==> config.mk <==
export PLATFORM = sky130hd
export DESIGN_NAME = dmem_arbiter
export DESIGN_NICKNAME = d
export VERILOG_FILES = /design/src/rtl/dmem_arbiter.sv
export SDC_FILE = /design/constraint.sdc
export NUM_CORES = 1
export LEC_CHECK = 0
export ABC_AREA = 1
export BUFFER_PORTS_ARGS = -buffer_cell sky130_fd_sc_hd__buf_2
export CAP_MARGIN = 0
export CORE_MARGIN = 4
export CORE_UTILIZATION = 25
export CTS_BUF_LIST = sky130_fd_sc_hd__clkbuf_8
export DETAILED_ROUTE_END_ITERATION = 16
export RECOVER_POWER = 100
export SETUP_SLACK_MARGIN = 0.15
export SYNTH_ARGS = -nofsm -noshare
export SYNTH_HDL_FRONTEND = slang
export SYNTH_SLANG_ARGS = --single-unit
==> constraint.sdc <==
create_clock -name clk -period 8.8 [get_ports clk]
set_input_delay 0.88 -clock clk [delete_from_list [all_inputs] [get_ports clk]]
set_output_delay 0.88 -clock clk [all_outputs]
set_load 0.01 [all_outputs]
==> src/rtl/dmem_arbiter.sv <==
// Two-master data-memory arbiter. A round-robin choice is made in IDLE, and the
// winner is issued to a single-port synchronous SRAM. Every output is driven by a register.
module dmem_arbiter #(
  parameter int unsigned AW = 7,
  parameter int unsigned DW = 32
) (
  input  logic          clk,
  input  logic          rst,
  input  logic          m0_req,
  input  logic          m1_req,
  input  logic          m0_we,
  input  logic          m1_we,
  input  logic [AW-1:0] m0_addr,
  input  logic [AW-1:0] m1_addr,
  input  logic [DW-1:0] m0_wdata,
  input  logic [DW-1:0] m1_wdata,
  output logic          m0_gnt,
  output logic          m1_gnt,
  output logic          m0_rvalid,
  output logic          m1_rvalid,
  output logic [DW-1:0] m0_rdata,
  output logic [DW-1:0] m1_rdata,
  output logic          CEN,
  output logic          WEN,
  output logic          OEN,
  output logic [AW-1:0] A,
  output logic [DW-1:0] Data2Mem,
  input  logic [DW-1:0] ReadDataMem
);

  typedef enum logic [1:0] {
    StIdle   = 2'd0,
    StAccess = 2'd1,
    StResp   = 2'd2
  } state_e;

  state_e        r_state, w_state_d;
  // Id of the master granted most recently; reset to 1 so m0 wins the first tie.
  logic          r_last_grant, w_last_grant_d;
  // Winner id and direction of the access in flight.
  logic          r_id, w_id_d;
  logic          r_we, w_we_d;
  logic [1:0]    r_gnt, w_gnt_d;
  logic [1:0]    r_rvalid, w_rvalid_d;
  logic [DW-1:0] r_m0_rdata, w_m0_rdata_d;
  logic [DW-1:0] r_m1_rdata, w_m1_rdata_d;
  logic          r_cen, w_cen_d;
  logic          r_wen, w_wen_d;
  logic          r_oen, w_oen_d;
  logic [AW-1:0] r_a, w_a_d;
  logic [DW-1:0] r_data2mem, w_data2mem_d;

  logic          w_winner;
  logic          w_win_we;
  logic [AW-1:0] w_win_addr;
  logic [DW-1:0] w_win_wdata;

  // Arbitration: a lone requester wins; on a tie the master not granted last wins.
  assign w_winner    = (m0_req && m1_req) ? ~r_last_grant : m1_req;
  assign w_win_we    = w_winner ? m1_we    : m0_we;
  assign w_win_addr  = w_winner ? m1_addr  : m0_addr;
  assign w_win_wdata = w_winner ? m1_wdata : m0_wdata;

  // Next-state and next-output logic; outputs are registered one cycle ahead of their state.
  always_comb begin
    w_state_d      = r_state;
    w_last_grant_d = r_last_grant;
    w_id_d         = r_id;
    w_we_d         = r_we;
    w_gnt_d        = 2'b00;
    w_rvalid_d     = 2'b00;
    w_m0_rdata_d   = r_m0_rdata;
    w_m1_rdata_d   = r_m1_rdata;
    w_cen_d        = 1'b1;
    w_wen_d        = 1'b1;
    w_oen_d        = 1'b1;
    w_a_d          = r_a;
    w_data2mem_d   = r_data2mem;
    unique case (r_state)
      StIdle: begin
        if (m0_req || m1_req) begin
          w_state_d          = StAccess;
          w_last_grant_d     = w_winner;
          w_id_d             = w_winner;
          w_we_d             = w_win_we;
          w_gnt_d[w_winner]  = 1'b1;
          w_cen_d            = 1'b0;
          w_a_d              = w_win_addr;
          if (w_win_we) begin
            w_wen_d      = 1'b0;
            w_data2mem_d = w_win_wdata;
          end else begin
            w_oen_d = 1'b0;
          end
        end
      end
      StAccess: begin
        if (r_we) begin
          w_state_d = StIdle;
        end else begin
          // Keep OEN low while the SRAM drives the read result.
          w_state_d = StResp;
          w_oen_d   = 1'b0;
        end
      end
      StResp: begin
        w_state_d          = StIdle;
        w_rvalid_d[r_id]   = 1'b1;
        if (r_id) begin
          w_m1_rdata_d = ReadDataMem;
        end else begin
          w_m0_rdata_d = ReadDataMem;
        end
      end
      default: begin
        w_state_d = StIdle;
      end
    endcase
  end

  // FSM state register.
  always_ff @(posedge clk or posedge rst) begin
    if (rst) begin
      r_state <= StIdle;
    end else begin
      r_state <= w_state_d;
    end
  end

  // Arbitration bookkeeping, master-side and memory-side output registers.
  always_ff @(posedge clk or posedge rst) begin
    if (rst) begin
      r_last_grant <= 1'b1;
      r_id         <= 1'b0;
      r_we         <= 1'b0;
      r_gnt        <= 2'b00;
      r_rvalid     <= 2'b00;
      r_m0_rdata   <= '0;
      r_m1_rdata   <= '0;
      r_cen        <= 1'b1;
      r_wen        <= 1'b1;
      r_oen        <= 1'b1;
      r_a          <= '0;
      r_data2mem   <= '0;
    end else begin
      r_last_grant <= w_last_grant_d;
      r_id         <= w_id_d;
      r_we         <= w_we_d;
      r_gnt        <= w_gnt_d;
      r_rvalid     <= w_rvalid_d;
      r_m0_rdata   <= w_m0_rdata_d;
      r_m1_rdata   <= w_m1_rdata_d;
      r_cen        <= w_cen_d;
      r_wen        <= w_wen_d;
      r_oen        <= w_oen_d;
      r_a          <= w_a_d;
      r_data2mem   <= w_data2mem_d;
    end
  end

  assign m0_gnt    = r_gnt[0];
  assign m1_gnt    = r_gnt[1];
  assign m0_rvalid = r_rvalid[0];
  assign m1_rvalid = r_rvalid[1];
  assign m0_rdata  = r_m0_rdata;
  assign m1_rdata  = r_m1_rdata;
  assign CEN       = r_cen;
  assign WEN       = r_wen;
  assign OEN       = r_oen;
  assign A         = r_a;
  assign Data2Mem  = r_data2mem;

endmodule
==> run metrics <==
DRT antenna net count 0; Final GP Congestion between 0.8 and 0.9; Post-Syn Instances 565; Max IR drop VDD 0.0823 mV; post-CTS setup buffer count 0; Tot GR Track Use 0.125; status complete, but fails checks; Setup crit start kind primary input; maximum clock rate roughly 0.2 GHz; WP data required about 9.1 ns; Total Wirelength ~14000 um; TritonCTS Buffers 17; total of max-cap violations 5; DR DRC count 0; Cell Area, Synth about 4900 um2; Total Neg Setup Slack 0 ns; Final Setup Violations 0; vias in the first global route 4199; Routed WL per cell roughly 13 um; # rows 50; critical path class in -> reg; failing checks max-capacitance violations, max-slew violations; Power Density around 350 nW/um2; max-slew violation count approximately 270; Static Leak around 3.4 nW; Arrival @ worst endpoint approximately 5.3 ns; core area roughly 19000 um2; synthesized net count around 700; chip width between 100 and 150 um; first-pass GRT wire length 21700 um; Synth Warn # 0; R2R Path Start r_state[0]; Final Non-Filler Cells 1049; Initial Util 0.258; Synth cell types 20; nets@finish approximately 890; Hold Path Class reg -> reg; CP Capture Type register; vias per cell 4.19; sequential area share after synthesis 0.589; RSZ-0062 raised after global routing no; synthesized area per cell around 8.7 um2; Worst-path clk slew around 0.07 ns; Top Ports 226; post-DP HPWL 9900 um; Hold-fix buffers, CTS 0; H-Tree Depth 4; storage element area 2880 um2; die area between 20000 and 25000 um2; n_diodes 0; Tmin final 4.99 ns; Max-slew headroom -0.848; FF-to-FF path depth 6; worst-path maximum fanout 45; Root Buffer clkbuf_8; GR Overflow Total 0; Resize count post-CTS 0; Yosys reg bits 115; layout cells sized above 1 0.199; First-pass DRT Iterations 4; Initial DRC Count around 200; Hold Fails Final Rpt 0; Placed Cells 1017; Clock Sinks 115; die height 148 um; Clock Latency Late Sink between 0.4 and 0.5 ns; largest net degree at the start of global routing 66; Fillers a little over 2000; Area Growth Syn to Fin 31.0%; routed vias around 4400; Hold Crit Start r_we; WHS Path Cells 1; initial antenna violation count 2; Worst Tran Pin Value roughly 2.8 ns; IO buf count ~230; crit path from m1_req; Final Cycle Share 0.567; Clock Skew 0.00809 ns; area of the multi-input gates between 1500 and 2000 um2; CTS tree done; clock buffer depth 2
final timing paths:
kind	end	slack [ns]
max	Data2Mem[10]	3.81
min	r_state[1]	0.47
max reg2reg	Data2Mem[10]	4.91
min reg2reg	r_state[1]	0.47
max in group asynchronous	m0_rdata[2]	6.15
min in group asynchronous	A[1]	1.02
flip-flops by register name, indices dropped and copies added (netlist names):
| signal | count |
|---|---|
| A | 7 |
| CEN | 1 |
| Data2Mem | 32 |
| OEN | 1 |
| WEN | 1 |
| m0_rdata | 32 |
| m1_rdata | 32 |
| r_gnt | 2 |
| r_id | 1 |
| r_last_grant | 1 |
| r_rvalid | 2 |
| r_state | 2 |
| r_we | 1 |
cell type report:
| class | count | share of cell area |
|---|---|---|
| timing repair buffer | 228 | 0.156 |
| multi-input combinational | 371 | 0.253 |
| clock buffer | 20 | 0.0430 |
| inverter | 43 | 0.0254 |
| clock inverter | 12 | 0.0215 |
| sequential | 115 | 0.450 |
| tap | 260 | 0.0508 |
cells in the mapped netlist:
master / count / area, um2
inv_1: 41 / 154
nor2_4: 1 / 11.3
dfstp_2: 4 / 105
buf_6: 6 / 67.6
nand2_4: 2 / 22.5
o21ai_1: 6 / 30.0
clkbuf_1: 10 / 37.5
nor2_8: 1 / 20.0
nor2_1: 9 / 33.8
nand2_2: 1 / 6.26
buf_2: 15 / 75.1
inv_2: 2 / 7.51
nor3_1: 1 / 5.00
nand3_4: 1 / 17.5
dfrtp_1: 111 / 2780
nand3_1: 71 / 355
buf_1: 1 / 3.75
buf_4: 4 / 30.0
nand2_1: 207 / 777
o21ai_0: 71 / 355
per-layer routing:
layer  share of wire  global-route usage
met1            0.46               0.169
met2            0.41               0.180
met3            0.10              0.0481
met4           0.018              0.0503
met5          0.0010                   0
logic make-up (layout without fill, tap and decap cells):
logic type,Yosys count,count (layout),synth area share
and+or+nand+nor,294,294,0.255
DFF,115,115,0.589
buffers and inverters,79,303,0.0767
AOI/OAI and AO/OA,77,77,0.0788
power breakdown:
group | internal (mW) | leakage [nW] | switching [mW]
clock | 0.298 | 0.217 | 0.214
sequential | 0.788 | 1.41 | 0.132
combinational | 0.260 | 1.76 | 0.529
through the flow:
stage | area, um2 | hold slack [ns] | utilization | power [mW] | setup WS (ns)
floorplan | 4890 | 0.420 | - | 1.43 | 4.88
global placement | 6160 | 0.434 | 0.325 | 1.77 | 5.95
detailed placement | 6160 | 0.454 | 0.325 | 1.79 | 5.88
CTS | 6580 | 0.468 | 0.347 | 2.32 | 6.36
global route | 6410 | 0.476 | 0.338 | 2.41 | 3.28
finish | 6410 | 0.467 | 0.338 | 2.22 | 3.81
cells in the final DEF, fill, tap and decap left out, drive strengths merged:
cell type	instances
bufinv	3
nand2	210
dfrtp	111
clkinvlp	3
dfstp	4
clkinv	5
nor2	11
nor3	1
nand3	72
buf	115
clkbuf	133
inv	44
o21ai	77
worst max-delay path: stages:
cell      delay (ns)
clkbuf_1        1.13
nor2_4          0.02
nor2_1          2.07
nand3_4         0.85
nand2_1         0.25
nand2_1         0.07
(Power assumes the default switching activity.)
